## config.mk

```make
export PLATFORM = sky130hd
export DESIGN_NAME = rr_mux4to1_stream
export DESIGN_NICKNAME = d
export VERILOG_FILES = /design/src/rtl/rr_mux4to1_stream.sv
export SDC_FILE = /design/constraint.sdc
export NUM_CORES = 1
export LEC_CHECK = 0
export ABC_CLOCK_PERIOD_IN_PS = 2900
export CAP_MARGIN = 10
export CORE_MARGIN = 2
export CORE_UTILIZATION = 30
export CTS_BUF_LIST = sky130_fd_sc_hd__clkbuf_16
export DETAILED_ROUTE_END_ITERATION = 12
export DONT_BUFFER_PORTS = 1
export PLACE_DENSITY_LB_ADDON = 0.12
export SLEW_MARGIN = 20
export SYNTH_ARGS = -nofsm -noshare
export SYNTH_HDL_FRONTEND = slang
export SYNTH_SLANG_ARGS = --single-unit
```

## constraint.sdc

```tcl
create_clock -name clk -period 2.9 [get_ports clk]
set_input_delay 0.87 -clock clk [delete_from_list [all_inputs] [get_ports clk]]
set_output_delay 0.87 -clock clk [all_outputs]
set_load 0.05 [all_outputs]
```

## src/rtl/rr_mux4to1_stream.sv

```systemverilog
// rr_mux4to1_stream: four valid/ready input streams merged onto one
// registered output stream by fair round-robin, with a 2-bit source tag.
//
// Ports:
//   clk, rst    rising-edge clock, async active-high reset
//   in_valid    per-channel valid (bit i = channel i)
//   in_data     channel i data at in_data[i*DW +: DW]
//   in_last     per-channel end-of-packet
//   in_ready    per-channel ready, one-hot or zero
//   out_valid   registered output beat valid
//   out_data    registered output beat data
//   out_sel     source channel of the output beat
//   out_last    in_last of the accepted beat
//   out_ready   downstream ready
//
// Optional feature: define PKT_LOCK_EN to hold the grant on one channel
// from the first beat of a packet until its in_last beat, so packets are
// never interleaved. Without it, arbitration is beat-level round-robin.

module rr_mux4to1_stream #(
  parameter int DW = 8
) (
  input  logic            clk,
  input  logic            rst,
  input  logic [3:0]      in_valid,
  input  logic [4*DW-1:0] in_data,
  input  logic [3:0]      in_last,
  output logic [3:0]      in_ready,
  output logic            out_valid,
  output logic [DW-1:0]   out_data,
  output logic [1:0]      out_sel,
  output logic            out_last,
  input  logic            out_ready
);

  logic       load_ok;
  logic [1:0] last_grant;
  logic [3:0] req;
  logic [1:0] gnt;
  logic       gnt_any;
  logic [1:0] cand;
  logic       xfer;

`ifdef PKT_LOCK_EN
  typedef enum logic {
    ARB,
    LOCK
  } state_t;

  state_t     state;
  logic [1:0] lock_ch;

  // While locked, only the owning channel is eligible,
  // even if it is currently idle.
  always_comb begin
    req = in_valid;
    if (state == LOCK)
      req = in_valid & (4'b0001 << lock_ch);
  end

  always_ff @(posedge clk or posedge rst) begin
    if (rst) begin
      state   <= ARB;
      lock_ch <= 2'd0;
    end else if (xfer) begin
      unique case (state)
        ARB: begin
          if (!in_last[gnt]) begin
            state   <= LOCK;
            lock_ch <= gnt;
          end
        end
        LOCK: begin
          if (in_last[gnt])
            state <= ARB;
        end
        default: state <= ARB;
      endcase
    end
  end
`else
  assign req = in_valid;
`endif

  assign load_ok = !out_valid || out_ready;

  // Scan from the channel after the last winner, wrapping.
  always_comb begin
    gnt_any = 1'b0;
    gnt     = 2'd0;
    cand    = 2'd0;
    for (int k = 0; k < 4; k++) begin
      cand = last_grant + 2'd1 + 2'(k);
      if (!gnt_any && req[cand]) begin
        gnt_any = 1'b1;
        gnt     = cand;
      end
    end
  end

  assign xfer = gnt_any && load_ok;

  assign in_ready = xfer ? (4'b0001 << gnt)
                         : 4'b0000;

  // Reload in the same cycle the register drains,
  // hold while stalled, clear valid on drain without refill.
  always_ff @(posedge clk or posedge rst) begin
    if (rst) begin
      out_valid  <= 1'b0;
      out_data   <= '0;
      out_sel    <= 2'd0;
      out_last   <= 1'b0;
      last_grant <= 2'd3;
    end else if (xfer) begin
      out_valid  <= 1'b1;
      out_data   <= in_data[gnt*DW +: DW];
      out_sel    <= gnt;
      out_last   <= in_last[gnt];
      last_grant <= gnt;
    end else if (out_ready) begin
      out_valid  <= 1'b0;
    end
  end

endmodule

```

==> impl_results.md, run 1 <==
* Status: finished clean
* # fillers at 318
* Post-synthesis sequential area ratio at 0.364
* Min Clock Period, post-route at 2.76 ns
* GRT Util Overall at 0.146
* Drt total wl at 2520 microns
* Post-synthesis cell area at 970 sq um
* Power Density at 837 nW/um^2
* Sw frac at 0.440
* F_max at 0.362 GHz
* Critical path cell sequence: mux2_4 -> a22oi_2 -> buf_4 -> nand2_1 -> and3_1 -> buf_4
* Final hold viol count at 0
* Largest net degree at the start of global routing at 21
* Cts hold-fix bufs at 0
* Port Buffers at 0
* Layout area overhead at 18.5%
* Worst vdd ir at 0.291 mV
* Int Power at 0.538 mW
* Leak pwr at 0.464 nW
* # setup viols final at 0
* Seq pwr share at 0.463
* Worst Path Max Fanout at 10
* Setup TNS at 0 ns
* Initial antenna violation count at 0
* Die Height at 60.9 microns
* Worst stage delay on the critical path at 0.58 ns
* Routed len/inst at 16.6 microns
* Boundary pin count at 59
* Most common cell on crit path: buf_4
* Layout cells sized above 1 at 0.278
* Die width at 60.9 microns
* Synth cell count leaders: nor2_1 (14), a211oi_1 (12), dfrtp_1 (12)
* Met2 routed WL at 1200 microns
* PostCTS Resize Cnt at 0
* Hold WC Path Type: reg2reg
* Worst relative slew slack at 0.619
* Net Switching at 0.423 mW
* Clock latency on the worst-skew pair at 0.24 ns
* DRC violations left at 0
* Buffer count from post-CTS setup fixing at 0
* Die area at 3700 sq um
* Crit Path Class: reg2out
* YS warnings at 0
* Longest Clk Path Bufs at 2
* DR iter-0 viols at 28
* Site row count at 20
* Placer Congestion at 0.782
* Cell accounting for the most synthesized area: dfrtp_1
* Htree depth at 1
* CP Data Arrival Time at 1.89 ns
* Vias in the first global route at 825
* Syn Inst Count at 101
* Final slew viol count at 0
* Setup crit end kind: primary output
* Max cap viols at 0
* Post-Syn Area per Cell at 9.60 sq um
* DRT Pass-1 Iters at 3
* Worst EP required at 2.03 ns
* Remaining antenna violation count at 0
* Number of synthesized flops with an enable pin at 0
* CP max-delay cell: dfstp_2
* Core box area at 3050 sq um
* Met3 WL at 223 microns
* TritonCTS clock tree: built
* Clock share of power at 0.270
* Routed via count at 789
* Clock transition at the registers of the reported paths at 0.05 ns
* CTS Buf Count at 3
* Asr flop ratio synth at 1.00
* WL met1 at 1080 microns
* Initial core utilization at 0.318
* Design Power at 0.962 mW
* First-pass GRT wire length at 3920 microns
* Area taken by multi-input logic gates at 556 sq um
* Yosys reg bits at 14
* Synth Flop Type: dfrtp_1
* Logic pwr share at 0.268
* Mapped Nets at 144
* Sink Count at 14
* Slew @ Worst Pin at 0.570 ns
* Total congestion overflow at 0
* DR top layer: met4
* Startpoint types: flop
* Main area contributors after synthesis: dfrtp_1 (31%), mux2i_1 (9.3%), a211oi_1 (9.3%)
* Final period util at 0.952
* Ant diodes at 0
* Count leader, synth: nor2_1
* Skew final at 0.00194 ns
* Register area at 353 sq um
* Yosys top cell area share at 0.310
* Unrepaired setup endpoints after global routing: no
* DP HPWL at 1900 microns
* Nets@finish at 153
* Vias/cell at 5.19
* Netlist cell types at 30
* CTS root buffer: clkbuf_16
worst max-delay path: cells and delay by family, from the launching register on:
kind	cells	cell delay, ns
buffers and inverters	2	0.37
flip-flops	1	0.58
AND/OR/NAND/NOR	2	0.24
multiplexers	1	0.32
AO/OA/AOI/OAI	1	0.13
worst paths after layout:
check / to / cells past startpoint / start / slack [ns]
min reg2reg: last_grant[0]$_DFFE_PP1P_ / 2 / last_grant[0]$_DFFE_PP1P_ / 0.52
max reg2reg: out_data[7]$_DFFE_PP0P_ / 6 / last_grant[1]$_DFFE_PP1P_ / 0.85
max in group asynchronous: last_grant[1]$_DFFE_PP1P_ / 1 / rst / 1.95
max: in_ready[1] / 6 / last_grant[1]$_DFFE_PP1P_ / 0.14
min: last_grant[0]$_DFFE_PP1P_ / 2 / last_grant[0]$_DFFE_PP1P_ / 0.52
min in group asynchronous: out_last$_DFFE_PP0P_ / 1 / rst / 0.57
area by class of cell:
cell class                      count  area share
Inverter                            2     0.00654
Sequential cell                    14       0.307
Clock buffer                        3      0.0654
Tap cell                           44      0.0479
Timing Repair Buffer               12      0.0893
Multi-Input combinational cell     77       0.484
power by group through the flow:
stage               clock network, mW  logic, mW  registers [mW]
floorplan                           0      0.220           0.437
global placement                    0      0.257           0.448
detailed placement                  0      0.262           0.450
CTS                             0.267      0.262           0.447
global route                    0.277      0.286           0.451
finish                          0.259      0.258           0.445
stage by stage:
step                       util  cells  hold WS (ns)  cell area, sq um  setup WS (ns)
after floorplan               -    101         0.489               976        0.00133
after global placement    0.352    149         0.511              1070          0.161
after detailed placement  0.352    149         0.512              1070          0.155
after CTS                 0.376    152         0.522              1150          0.127
after global routing      0.376    152         0.553              1150         0.0514
final                     0.376    152         0.519              1150          0.139
state kept, by name, indices dropped and copies added (netlist names):
name	cells
out_data	8
out_sel	2
out_last	1
out_valid	1
last_grant	2
placed cells by master, fill, tap and decap left out:
master,synthesis,final
a211oi_2,6,6
mux2i_1,9,9
and3_1,2,1
o21bai_1,1,1
mux2_4,1,1
nor2b_1,3,3
nor4_2,1,1
o21ai_0,3,3
nand2b_1,1,1
nor2_1,14,12
and3_2,0,1
o21a_1,1,1
clkbuf_16,0,3
a31oi_1,1,1
buf_12,1,1
and2_1,2,2
dfrtp_1,12,12
a21boi_0,9,9
inv_1,2,2
buf_4,1,11
dfstp_2,2,2
nor2_2,1,3
nand2_1,5,5
a21boi_1,1,1
a211oi_1,12,12
a21oi_1,2,2
a22oi_2,1,1
nand3_1,1,1
kinds of logic (layout without fill, tap and decap cells):
kind of cell / Yosys count / after routing / synth area share
mux: 10 / 10 / 0.108
simple gates: 30 / 30 / 0.150
buf+inv: 10 / 17 / 0.0697
flops: 14 / 14 / 0.364
compound gates: 37 / 37 / 0.308
routing by layer:
layer / track usage / up-vias
met3: 0.0640 / 2
met1: 0.171 / 372
met4: 0.0373 / 0
met5: 0 / -
li1: - / 384
met2: 0.246 / 31
Power figures use the tool's default switching activity.
==> run 2: changes to the inputs <==
--- a/config.mk
+++ b/config.mk
@@ -8,7 +8,7 @@
 export ABC_CLOCK_PERIOD_IN_PS = 2900
 export CAP_MARGIN = 10
 export CORE_MARGIN = 2
-export CORE_UTILIZATION = 30
+export CORE_UTILIZATION = 61
 export CTS_BUF_LIST = sky130_fd_sc_hd__clkbuf_16
 export DETAILED_ROUTE_END_ITERATION = 12
 export DONT_BUFFER_PORTS = 1
==> impl_results.md, run 2 (same netlist as run 1, synthesis figures left out) <==
* Status: finished clean
* Min Clock Period, post-route at 2.77 ns (+0.0131 ns)
* CTS root buffer: clkbuf_16
* Drt total wl at 2110 microns (-16%)
* Layout area overhead at 14.8%
* DRT Pass-1 Iters at 4 (+1)
* Total congestion overflow at 0 (unchanged)
* First-pass GRT wire length at 3240 microns (-17%)
* Cts hold-fix bufs at 0 (unchanged)
* Initial antenna violation count at 0 (unchanged)
* Sink Count at 14 (unchanged)
* Skew final at 0.00221 ns (+0.000267 ns)
* Die area at 1920 sq um (-48%)
* Boundary pin count at 59 (unchanged)
* Worst relative slew slack at 0.641 (+0.0216)
* Placer Congestion at 0.751 (-4.0%)
* Ant diodes at 0 (unchanged)
* Die Height at 43.9 microns (-28%)
* Design Power at 0.951 mW (-1.1%)
* Post-route cell area at 1110 sq um (-3.0%)
* DRC violations left at 0 (unchanged)
* Htree depth at 1 (unchanged)
* Largest register by flop count: out_data
* Setup TNS at 0 ns (unchanged)
* PostCTS Resize Cnt at 0 (unchanged)
* Routed via count at 782 (-0.89%)
* F_max at 0.361 GHz (-0.47%)
* Regs by FF count: out_data (8), last_grant (2), out_sel (2)
* Clock latency on the worst-skew pair at 0.24 ns (about the same)
* Hold WC Path Type: reg2reg
* Worst vdd ir at 0.590 mV (+100%)
* TritonCTS clock tree: built
* Slew @ Worst Pin at 0.538 ns (-0.0323 ns)
* Site row count at 14 (-30%)
* DR iter-0 viols at 20 (-29%)
* Final hold viol count at 0 (unchanged)
* Port Buffers at 0 (unchanged)
* Final slew viol count at 0 (unchanged)
* Final period util at 0.956 (+0.00451)
* Crit Path Class: in2out
* Leak pwr at 0.464 nW (unchanged)
* Vias/cell at 6.31 (+21%)
* Worst Path Max Fanout at 10 (unchanged)
* Clock transition at the registers of the reported paths at 0.04 ns (about the same)
* Fin util at 0.739 (+0.363)
* DP Worst Slack at 0.143 ns (-0.0127 ns)
* Routed len/inst at 17.0 microns (+2.6%)
* Unrepaired setup endpoints after global routing: no
* CP Data Arrival Time at 1.90 ns (about the same)
* # setup viols final at 0 (unchanged)
* Worst EP required at 2.03 ns (about the same)
* Remaining antenna violation count at 0 (unchanged)
* Buffer count from post-CTS setup fixing at 0 (unchanged)
* Layout cells sized above 1 at 0.278 (unchanged)
* Longest Clk Path Bufs at 2 (unchanged)
* Commonest cells after routing, fill and taps aside: nor2_1 (12), a211oi_1 (12), dfrtp_1 (12), buf_4 (11)
* Vias in the first global route at 718 (-13%)
* CTS Buf Count at 3 (unchanged)
* DP HPWL at 1590 microns (-16%)
* Final worst setup slack at 0.126 ns (-0.0131 ns)
* Core box area at 1510 sq um (-51%)
* Startpoint types: primary input
* Initial core utilization at 0.644 (+0.326)
* Largest register FFs at 8 (unchanged)
* Max cap viols at 0 (unchanged)
* Die width at 43.9 microns (-28%)
* Setup crit end kind: primary output
* GRT Util Overall at 0.237 (+0.0906)
* DP Area at 1040 sq um (-3.3%)
* Power Density at 854 nW/um^2 (+2.0%)
* Largest net degree at the start of global routing at 21 (unchanged)
* Nets@finish at 153 (unchanged)
==> run 2: where the power goes <==
group	total, mW	switching [mW]	internal (mW)	leakage (nW)
clock	0.252	0.0723	0.180	0.0370
sequential	0.442	0.194	0.248	0.153
combinational	0.257	0.147	0.110	0.274
==> run 2: path summary, 6_finish.rpt <==
| check | slack [ns] | end | startpoint | depth (start not counted) |
|---|---|---|---|---|
| setup / recovery | 0.13 | in_ready[1] | in_valid[1] | 6 |
| hold / removal | 0.51 | last_grant[0]$_DFFE_PP1P_ | last_grant[0]$_DFFE_PP1P_ | 2 |
| setup reg to reg | 0.88 | out_data[7]$_DFFE_PP0P_ | last_grant[1]$_DFFE_PP1P_ | 6 |
| hold reg to reg | 0.51 | last_grant[0]$_DFFE_PP1P_ | last_grant[0]$_DFFE_PP1P_ | 2 |
| max in group asynchronous | 1.97 | last_grant[1]$_DFFE_PP1P_ | rst | 1 |
| min in group asynchronous | 0.56 | out_sel[0]$_DFFE_PP0P_ | rst | 1 |
==> run 2: final cells by class <==
class / instances / area (sq um)
clock buffer: 3 / 75.1
fill: 107 / 393
inverter: 2 / 7.51
multi-input combinational: 77 / 556
sequential: 14 / 353
tap: 16 / 20.0
timing repair buffer: 12 / 103
==> run 2: worst max-delay path: stages <==
cell and delay (ns):
mux2_4 0.25, a22oi_2 0.14, buf_4 0.20, nand2_1 0.09, and3_1 0.16, buf_4 0.18
==> run 2: metal layers <==
metal / routed length, microns / part of all wire / vias up / track usage
met1: 861 / 0.41 / 361 / 0.312
li1: - / - / 382 / -
met2: 1010 / 0.48 / 37 / 0.356
met4: 24 / 0.011 / 0 / 0.127
met5: 0 / 0 / - / 0
met3: 214 / 0.10 / 2 / 0.0583
==> run 2: per-stage QoR <==
stage	hold slack, ns	std cells
after floorplan	0.489	101
after global placement	0.501	121
after detailed placement	0.504	121
after CTS	0.514	124
after global routing	0.520	124
final	0.513	124
